==> config.mk <==
export PLATFORM = sky130hd
export DESIGN_NAME = mem_addr_skew_flat
export DESIGN_NICKNAME = d
export VERILOG_FILES = /design/src/rtl/mem_addr_skew_pkg.sv /design/src/rtl/mem_addr_skew_if.sv /design/src/rtl/mem_addr_skew_delay_line.sv /design/src/rtl/mem_addr_skew.sv /design/src/flat_wrapper.sv
export SDC_FILE = /design/constraint.sdc
export NUM_CORES = 1
export LEC_CHECK = 0
export ABC_AREA = 1
export ABC_CLOCK_PERIOD_IN_PS = 1700
export BUFFER_PORTS_ARGS = -buffer_cell sky130_fd_sc_hd__buf_2
export CORE_MARGIN = 2
export CORE_UTILIZATION = 40
export CTS_CLUSTER_SIZE = 16
export DETAILED_ROUTE_END_ITERATION = 8
export HOLD_SLACK_MARGIN = 0.1
export PLACE_DENSITY = 0.63
export SYNTH_ARGS = -nofsm -noshare
export SYNTH_HDL_FRONTEND = slang
export SYNTH_HIERARCHICAL = 1
export SYNTH_SLANG_ARGS = --single-unit
export TNS_END_PERCENT = 10
==> constraint.sdc <==
create_clock -name clk -period 1.7 [get_ports clk]
set_input_delay 0 -clock clk [delete_from_list [all_inputs] [get_ports clk]]
set_output_delay 0 -clock clk [all_outputs]
set_load 0.02 [all_outputs]
==> src/rtl/mem_addr_skew_pkg.sv <==
// Shared sizing defaults and lane-packing helper for the skew stage and the
// master memory controller.
package mem_addr_skew_pkg;

    localparam int unsigned DEF_ADDR_WIDTH   = 8;
    localparam int unsigned DEF_WIDTH_HEIGHT = 16;

    // Lane i of a flat address vector lives at [lane_lsb(i, aw) +: aw].
    function automatic int unsigned lane_lsb(input int unsigned lane, input int unsigned aw);
        return lane * aw;
    endfunction

endpackage

==> src/rtl/mem_addr_skew_if.sv <==
// Flat per-column address bus between the memory controller and the skew stage.
interface mem_addr_skew_if
    import mem_addr_skew_pkg::*;
#(
    parameter int unsigned addr_width   = DEF_ADDR_WIDTH,
    parameter int unsigned width_height = DEF_WIDTH_HEIGHT
);

    logic                                flush;
    logic [addr_width*width_height-1:0]  in_addr;
    logic [width_height-1:0]             in_en;
    logic                                in_done;
    logic [addr_width*width_height-1:0]  out_addr;
    logic [width_height-1:0]             out_en;
    logic                                done;
    logic                                busy;

    modport master (
        output flush, in_addr, in_en, in_done,
        input  out_addr, out_en, done, busy
    );

    modport slave (
        input  flush, in_addr, in_en, in_done,
        output out_addr, out_en, done, busy
    );

endinterface

==> src/rtl/mem_addr_skew_delay_line.sv <==
// One column lane: a depth-stage {en, addr} delay line; addr is held at zero
// in any stage whose en is low.
module skew_delay_line #(
    parameter int unsigned depth = 1,
    parameter int unsigned width = 8
) (
    input  logic             clk,
    input  logic             reset,
    input  logic             flush,
    input  logic             d_en,
    input  logic [width-1:0] d_addr,
    output logic             q_en,
    output logic [width-1:0] q_addr,
    output logic             any_en
);

    logic [depth-1:0] en_sr;
    logic [width-1:0] addr_sr [depth];

    always_ff @(posedge clk or negedge reset) begin
        if (!reset) begin
            en_sr <= '0;
            for (int unsigned i = 0; i < depth; i++) addr_sr[i] <= '0;
        end else if (flush) begin
            en_sr <= '0;
            for (int unsigned i = 0; i < depth; i++) addr_sr[i] <= '0;
        end else begin
            en_sr[0]   <= d_en;
            addr_sr[0] <= d_en ? d_addr : '0;
            for (int unsigned i = 1; i < depth; i++) begin
                en_sr[i]   <= en_sr[i-1];
                addr_sr[i] <= addr_sr[i-1];
            end
        end
    end

    assign q_en   = en_sr[depth-1];
    assign q_addr = addr_sr[depth-1];
    assign any_en = |en_sr;

endmodule

==> src/rtl/mem_addr_skew.sv <==
// Diagonal skew stage: lane i is delayed by i+1 cycles so columns enter the
// systolic array on a wavefront; done is retimed to the last skewed beat.
module mem_addr_skew
    import mem_addr_skew_pkg::*;
#(
    parameter int unsigned addr_width   = DEF_ADDR_WIDTH,
    parameter int unsigned width_height = DEF_WIDTH_HEIGHT
) (
    input  logic           clk,
    input  logic           reset,
    mem_addr_skew_if.slave bus
);

    logic                  lane_en   [width_height];
    logic [addr_width-1:0] lane_addr [width_height];
    logic                  lane_busy [width_height];
    logic [width_height-1:0] done_sr;

    for (genvar i = 0; i < width_height; i++) begin : g_lane
        skew_delay_line #(
            .depth (i + 1),
            .width (addr_width)
        ) u_line (
            .clk    (clk),
            .reset  (reset),
            .flush  (bus.flush),
            .d_en   (bus.in_en[i]),
            .d_addr (bus.in_addr[lane_lsb(i, addr_width) +: addr_width]),
            .q_en   (lane_en[i]),
            .q_addr (lane_addr[i]),
            .any_en (lane_busy[i])
        );
    end

    always_comb begin
        bus.out_en   = '0;
        bus.out_addr = '0;
        bus.busy     = 1'b0;
        for (int unsigned i = 0; i < width_height; i++) begin
            bus.out_en[i] = lane_en[i];
            bus.out_addr[lane_lsb(i, addr_width) +: addr_width] = lane_addr[i];
            bus.busy = bus.busy | lane_busy[i];
        end
    end

    // Same depth as the longest lane, so done lines up with lane width_height-1.
    always_ff @(posedge clk or negedge reset) begin
        if (!reset) begin
            done_sr <= '0;
        end else if (bus.flush) begin
            done_sr <= '0;
        end else begin
            done_sr[0] <= bus.in_done;
            for (int unsigned i = 1; i < width_height; i++) done_sr[i] <= done_sr[i-1];
        end
    end

    assign bus.done = done_sr[width_height-1];

endmodule

==> src/flat_wrapper.sv <==
// flat-port wrapper written by rule: the top's interface ports become plain ports
module mem_addr_skew_flat import mem_addr_skew_pkg::*;
#(
    parameter int unsigned addr_width   = DEF_ADDR_WIDTH,
    parameter int unsigned width_height = DEF_WIDTH_HEIGHT
)
  (clk, reset, bus_flush, bus_in_addr, bus_in_en, bus_in_done, bus_out_addr, bus_out_en, bus_done, bus_busy);
  mem_addr_skew_if #(.addr_width(addr_width), .width_height(width_height)) bus_i ();
  input  logic clk;
  input  logic reset;
  input wire logic [$bits(bus_i.flush)-1:0] bus_flush;
  input wire logic [$bits(bus_i.in_addr)-1:0] bus_in_addr;
  input wire logic [$bits(bus_i.in_en)-1:0] bus_in_en;
  input wire logic [$bits(bus_i.in_done)-1:0] bus_in_done;
  output wire logic [$bits(bus_i.out_addr)-1:0] bus_out_addr;
  output wire logic [$bits(bus_i.out_en)-1:0] bus_out_en;
  output wire logic [$bits(bus_i.done)-1:0] bus_done;
  output wire logic [$bits(bus_i.busy)-1:0] bus_busy;
  assign bus_i.flush = bus_flush;
  assign bus_i.in_addr = bus_in_addr;
  assign bus_i.in_en = bus_in_en;
  assign bus_i.in_done = bus_in_done;
  assign bus_out_addr = bus_i.out_addr;
  assign bus_out_en = bus_i.out_en;
  assign bus_done = bus_i.done;
  assign bus_busy = bus_i.busy;
  mem_addr_skew #(.addr_width(addr_width), .width_height(width_height)) u_core (.clk(clk), .reset(reset), .bus(bus_i));
endmodule
==> results by group, run 1 <==
Pwr
  • Net Sw Power: 13.1 mW
  • Total Power: 60.6 mW
  • Leakage Power: 27.1 nW
  • Worst VDD drop: 0.000782 V
  • Reg power frac: 49.4%
  • Combinational power share: 4.7%
  • Power per cell area: 1130 nW/µm²
  • Clock network power share: 45.8%
  • Pint: 47.5 mW
  • Net Sw Frac: 21.5%

Global route
  • Gr ovfl total: 0
  • Largest net degree at the start of global routing: 112
  • GRT Total Usage: 14.0%
  • First-pass GRT wire length: 126 mm
  • Number of global-route vias before repair: 26000
  • Initial antenna violation count: 5

Place
  • Placer Congestion: 0.749
  • Pre-CTS WS: 136 ps
  • Placed cell area: 45200 µm²
  • HPWL after DPL: 38.4 mm
  • IO Port Bufs: 293
  • # placed instances: 5634

Layout
  • Final core utilization: 50.3%
  • Area Growth Syn to Fin: 24.9%
  • Filler cell count: 9282
  • Area of the multi-input gates: 5700 µm²
  • Layout cells sized above 1: 12.1%
  • Register area: 31000 µm²
  • Final net count: 4946
  • Post-Layout Cell Count: 6301
  • Final Cell Area: 53800 µm²

Synth
  • Post-synth EDFFs: 0
  • Mapped Area: 43100 µm²
  • Syn Inst Count: 4130
  • Top FF cell, synth: dfrtp_1
  • YS warnings: 6
  • Sequential share of the synthesized area: 72.0%
  • Area leader, netlist: dfrtp_1
  • Top cell type's share of synthesized area: 72.0%
  • Synth area leaders: dfrtp_1 72%, nor2_1 11%, inv_1 9.7%
  • Syn Nets: 4278
  • FFs w/ async S/R, synth: 100%
  • Most frequent cells after synthesis: 1308 x nor2_1, 1240 x dfrtp_1, 1115 x inv_1
  • Distinct cells, synth: 15
  • Mapped Avg Cell Area: 10.4 µm²
  • Seq cells post-synth: 1240
  • Most common cell in the synthesized netlist: nor2_1

Critical path
  • Critical path class: flop to output pin
  • CP arrival: 2060 ps
  • Critical Path RT: 1700 ps
  • Crit path launch type: flop
  • Critical Path Sink Type: output pin
  • Worst r2r path cells: 3
  • Crit path max fanout: 2

Detailed routing
  • DRT Wirelength: 73.8 mm
  • Antenna-violating nets left: 0
  • Routed vias/inst: 3.96
  • Residual DRC count: 0
  • Vias: 25000
  • Pre-Repair DR Iteration Count: 5
  • Routed len/inst: 11.7 µm
  • First DRT Iteration DRCs: 1315

CTS
  • CTS max path bufs: 3
  • Root Buffer: clkbuf_16
  • CTS HTree Levels: 4
  • CTS clk-pin slew, worst paths: 60 ps
  • Clk sinks: 1240
  • Number of buffers created by CTS: 131
  • TritonCTS clock tree: built
  • Worst-Skew Late Latency: 720 ps

Run status
  • Failing checks: setup timing
  • Status: complete, but fails checks

Run
  • Max_cap viols: 0

Timing
  • Fin worst setup slack: -359 ps
  • Final min period: 2060 ps
  • FMAX: 486 MHz
  • Max Slew Vio Count: 0
  • Final Hold Vio Count: 0
  • Tcrit/Tclk final: 121%
  • Max-slew headroom: 60.2%
  • Clock Skew: 18.7 ps
  • Worst-margin pin slew: 596 ps
  • RSZ-0062 raised after global routing: yes
  • Setup violators final: 2

Floorplan
  • Die Ht: 332 µm
  • Num ports: 294
  • Die area: 110000 µm²
  • Cell row count: 120
  • Die width: 332 µm
  • Initial core utilization: 40.3%
  • Core footprint: 107000 µm²

Worst hold path
  • Hold Path Depth: 4
  • Hold crit path type: input pin to flop
## stage by stage
step / hold WS [ps] / setup TNS, ps
global route: 172 / -667
detailed placement: -147 / 0
global placement: -146 / 0
finish: 196 / -516
floorplan: -296 / 0
CTS: 119 / -468
## layout make-up
| cell class | count | share of cell area [%] |
|---|---|---|
| well taps | 1403 | 3.26 |
| repair buffers | 810 | 12.9 |
| inverters | 1115 | 7.77 |
| flip-flops and latches | 1240 | 57.6 |
| clock buffers | 189 | 7.04 |
| multi-input cells | 1500 | 10.6 |
| clock inverters | 38 | 0.811 |
| diodes | 6 | 0.0279 |
## repair_timing
item	CTS	global route
gates cloned	0	0
hold buffers	433	0
endpoints found under the hold margin	2479	0
buffers inserted	1	0
endpoints found under the setup margin	1	12
gates resized for setup	13	14
pin swaps	7	11
## placed cells by master, fill, tap and decap left out, types with 2 or more instances in the layout
cell type | synthesis | layout
nand2_2 | 0 | 2
buf_4 | 121 | 48
nor2_2 | 6 | 11
dlygate4sd3_1 | 0 | 422
inv_6 | 0 | 5
clkbuf_16 | 0 | 136
buf_12 | 0 | 37
clkbuf_1 | 6 | 34
clkinv_2 | 0 | 18
dfrtp_1 | 1240 | 1240
nor2_4 | 0 | 2
bufinv_16 | 0 | 6
clkbuf_8 | 9 | 19
nand3_1 | 2 | 2
clkinv_8 | 0 | 3
nand2_1 | 181 | 178
clkinv_4 | 0 | 3
inv_16 | 0 | 2
dlymetal6s4s_1 | 0 | 9
buf_2 | 56 | 291
diode_2 | 0 | 6
nor2_1 | 1308 | 1301
inv_1 | 1115 | 1115
buf_6 | 77 | 2
## power groups by stage
stage | clock, mW | combinational [mW] | sequential, mW
after floorplan | 0 | 1.03 | 30.5
after global placement | 0 | 2.05 | 30.5
after detailed placement | 0 | 2.08 | 30.5
after CTS | 28.7 | 2.86 | 29.9
after global routing | 30.0 | 3.24 | 30.0
final | 27.8 | 2.87 | 30.0
## layer usage
metal  GRT usage, %  wire (µm)
met2           23.6      36600
met1           16.6      30500
met3           3.68       3600
met4           7.13       3170
met5              0          0
## state kept, by name, indices dropped and copies added, names as in the netlist
signal	cells
u_core/done_sr	16
u_core/g_lane.u_line/q_addr	128
u_core/g_lane.u_line/addr_sr	960
u_core/g_lane.u_line/en_sr	135
u_core/g_lane.u_line/any_en	1
## critical path, cell delays in order, from the launching register on
cell     delay (ps)
dfrtp_1         370
or2_4           240
nor2_2           90
nand2_2          60
nor2_4          130
nand2_1          70
nor2_2          160
nand2_4          80
buf_6           130
## logic make-up after synthesis
logic type             Yosys count  share of synthesized area (%)
buffers and inverters         1390                           14.9
AND/OR/NAND/NOR               1500                           13.1
flip-flops                    1240                           72.0
## worst paths after layout
kind	from	to	slack (ps)
setup / recovery	u_core/g_lane[11].u_line/en_sr[11]	bus_busy	-360
hold / removal	bus_in_en[8]	u_core/g_lane[8].u_line/en_sr[0]	200
setup reg to reg	u_core/g_lane[4].u_line/en_sr[0]	u_core/g_lane[4].u_line/en_sr[1]	950
hold reg to reg	u_core/g_lane[12].u_line/addr_sr[56]	u_core/g_lane[12].u_line/addr_sr[48]	440
max in group asynchronous	reset	u_core/g_lane[13].u_line/addr_sr[12]	300
min in group asynchronous	reset	u_core/g_lane[11].u_line/addr_sr[65]	390
Note: power is estimated with default switching activity, not from simulation.
==> run 2, diff against run 1 <==
--- a/config.mk
+++ b/config.mk
@@ -13,7 +13,7 @@
 export CTS_CLUSTER_SIZE = 16
 export DETAILED_ROUTE_END_ITERATION = 8
 export HOLD_SLACK_MARGIN = 0.1
-export PLACE_DENSITY = 0.63
+export PLACE_DENSITY = 0.61
 export SYNTH_ARGS = -nofsm -noshare
 export SYNTH_HDL_FRONTEND = slang
 export SYNTH_HIERARCHICAL = 1
==> results by group, run 2 (same netlist as run 1, synthesis figures left out) <==
Detailed routing
  • DRT Wirelength: 73.7 mm (-0.24%)
  • First DRT Iteration DRCs: 1355 (+3.0%)
  • Pre-Repair DR Iteration Count: 5 (unchanged)
  • Routed len/inst: 11.6 µm (-0.76%)
  • Vias: 25000 (+0.33%)
  • Antenna-violating nets left: 0 (unchanged)
  • Residual DRC count: 0 (unchanged)
  • Routed vias/inst: 3.95 (-0.19%)

Layout
  • Filler cell count: 9217 (-0.70%)
  • Layout cells sized above 1: 12.6% (+0.52 points)
  • Reg with most FFs: u_core/g_lane.u_line/addr_sr
  • Max reg flops: 960 (unchanged)
  • Final net count: 4978 (+0.65%)
  • Post-Layout Cell Count: 6334 (+0.52%)
  • Final core utilization: 50.7% (+0.43 points)
  • Leading cell types in the layout, fill and taps excluded: 1303 x nor2_1, 1240 x dfrtp_1, 1115 x inv_1, 418 x dlygate4sd3_1, 293 x buf_2
  • Area Growth Syn to Fin: 25.9%
  • Commonest non-fill, non-tap cell in the layout: nor2_1

Place
  • Placer Congestion: 0.758 (+1.2%)
  • HPWL after DPL: 39.0 mm (+1.6%)
  • IO Port Bufs: 293 (unchanged)
  • # placed instances: 5662 (+0.50%)

Floorplan
  • Num ports: 294 (unchanged)
  • Die Ht: 332 µm (unchanged)
  • Die area: 110000 µm² (unchanged)
  • Cell row count: 120 (unchanged)
  • Initial core utilization: 40.3% (unchanged)
  • Die width: 332 µm (unchanged)
  • Core footprint: 107000 µm² (unchanged)

Worst hold path
  • Hold crit path type: input pin to flop
  • Hold wc startpoint: bus_in_en[15]

Critical path
  • Critical path class: flop to output pin
  • Crit-path leading delay family: simple AND/OR/NAND/NOR gates
  • Critical Path Sink Type: output pin
  • CP arrival: 2090 ps (+30 ps)
  • CP cell instances: or2_4 -> nor2_1 -> nand2_1 -> nor2_4 -> nand2_1 -> nor2_2 -> nand2_2 -> buf_6
  • CP max-delay cell: dfrtp_1
  • CP most frequent cell: nand2_1
  • Crit path launch type: flop
  • FF-to-FF Start: u_core/g_lane[1].u_line/addr_sr[12]
  • Setup crit start: u_core/g_lane[11].u_line/en_sr[10]
  • Crit path largest cell delay: 370 ps (about the same)
  • Worst path bufs/invs: 1 (unchanged)
  • Crit path max fanout: 2 (unchanged)
  • Critical Path RT: 1700 ps (about the same)

Timing
  • Final min period: 2090 ps (+31.9 ps)
  • Clock Skew: 27.0 ps (+8.29 ps)
  • RSZ-0062 raised after global routing: yes
  • Worst-margin pin slew: 501 ps (-95.2 ps)
  • Max Slew Vio Count: 0 (unchanged)
  • Final Hold Vio Count: 0 (unchanged)
  • Fin worst setup slack: -391 ps (-31.9 ps)
  • Max-slew headroom: 66.6% (+6.3 points)
  • Tcrit/Tclk final: 123% (+1.9 points)
  • FMAX: 478 MHz (-1.5%)
  • Setup violators final: 1 (-1)

Pwr
  • Worst VDD drop: 0.000863 V (+10%)
  • Power per cell area: 1120 nW/µm² (-0.82%)
  • Leakage Power: 27.4 nW (+0.96%)

Run status
  • Failing checks: setup timing
  • Status: complete, but fails checks

CTS
  • Root Buffer: clkbuf_16
  • CTS max path bufs: 3 (unchanged)
  • Clk sinks: 1240 (unchanged)
  • CTS HTree Levels: 4 (unchanged)
  • Worst-Skew Late Latency: 720 ps (about the same)
  • CTS clk-pin slew, worst paths: 60 ps (about the same)
  • Number of buffers created by CTS: 131 (unchanged)
  • TritonCTS clock tree: built

Global route
  • Gr ovfl total: 0 (unchanged)
  • Initial antenna violation count: 4 (-1)
  • First-pass GRT wire length: 126 mm (-0.45%)
  • Largest net degree at the start of global routing: 96 (-14%)
  • Number of global-route vias before repair: 25900 (-0.56%)
  • GRT Total Usage: 14.0% (+0.017 points)

Run
  • Max_cap viols: 0 (unchanged)
-- run 2: worst reg2reg max path: cells and delay by family, from the launching register on --
kind	cells	cell delay (ps)
DFF	1	420
and+or+nand+nor	1	140
buffers and inverters	1	70
-- run 2: path summary, 6_finish.rpt --
check | depth (start not counted) | end | slack [ps]
hold / removal | 4 | u_core/g_lane[15].u_line/en_sr[0] | 220
min in group asynchronous | 3 | u_core/g_lane[11].u_line/addr_sr[69] | 330
setup / recovery | 8 | bus_busy | -390
max in group asynchronous | 4 | u_core/g_lane[4].u_line/addr_sr[16] | 430
setup reg to reg | 2 | u_core/g_lane[1].u_line/q_addr[4] | 990
hold reg to reg | 2 | u_core/g_lane[15].u_line/addr_sr[90] | 430
-- run 2: timing repair --
item,CTS,global route
resized for setup,7,24
buffers inserted,0,0
hold endpoints to repair,2480,0
hold buffers,439,0
endpoints found under the setup margin,1,22
cloned,0,0
pin swaps,6,1
-- run 2: metal layers --
layer,vias to the layer above,GRT usage [%],wire length (µm)
met5,-,0,0
met4,0,7.40,3200
met3,219,3.85,3720
met2,464,23.5,36200
met1,11800,16.5,30500
li1,12600,-,-
-- run 2: final cells by class --
| class | instances | area, µm² | area share [%] |
|---|---|---|---|
| Multi-Input combinational cell | 1500 | 5680 | 10.5 |
| Tap cell | 1403 | 1760 | 3.23 |
| Sequential cell | 1240 | 31000 | 57.1 |
| Antenna cell | 4 | 10.0 | 0.0184 |
| Timing Repair Buffer | 842 | 7380 | 13.6 |
| Inverter | 1115 | 4190 | 7.71 |
| Clock buffer | 195 | 3880 | 7.15 |
| Clock inverter | 35 | 380 | 0.700 |
-- run 2: power by group --
group,total [mW],internal [mW],switching [mW]
logic,2.99,1.31,1.68
registers,30.0,29.9,0.0975
clock network,27.7,16.5,11.2
-- run 2: metrics by stage --
stage	TNS, ps	area [µm²]	setup WS, ps	total power [mW]	hold WS (ps)
2_1_floorplan	0	43100	496	31.5	-296
3_3_place_gp	0	45600	124	32.6	-37.6
3_5_place_dp	0	45600	150	32.7	-49.3
4_1_cts	-509	54300	-509	61.5	128
5_1_grt	-536	54300	-536	63.3	184
6_report	-391	54300	-391	60.6	220
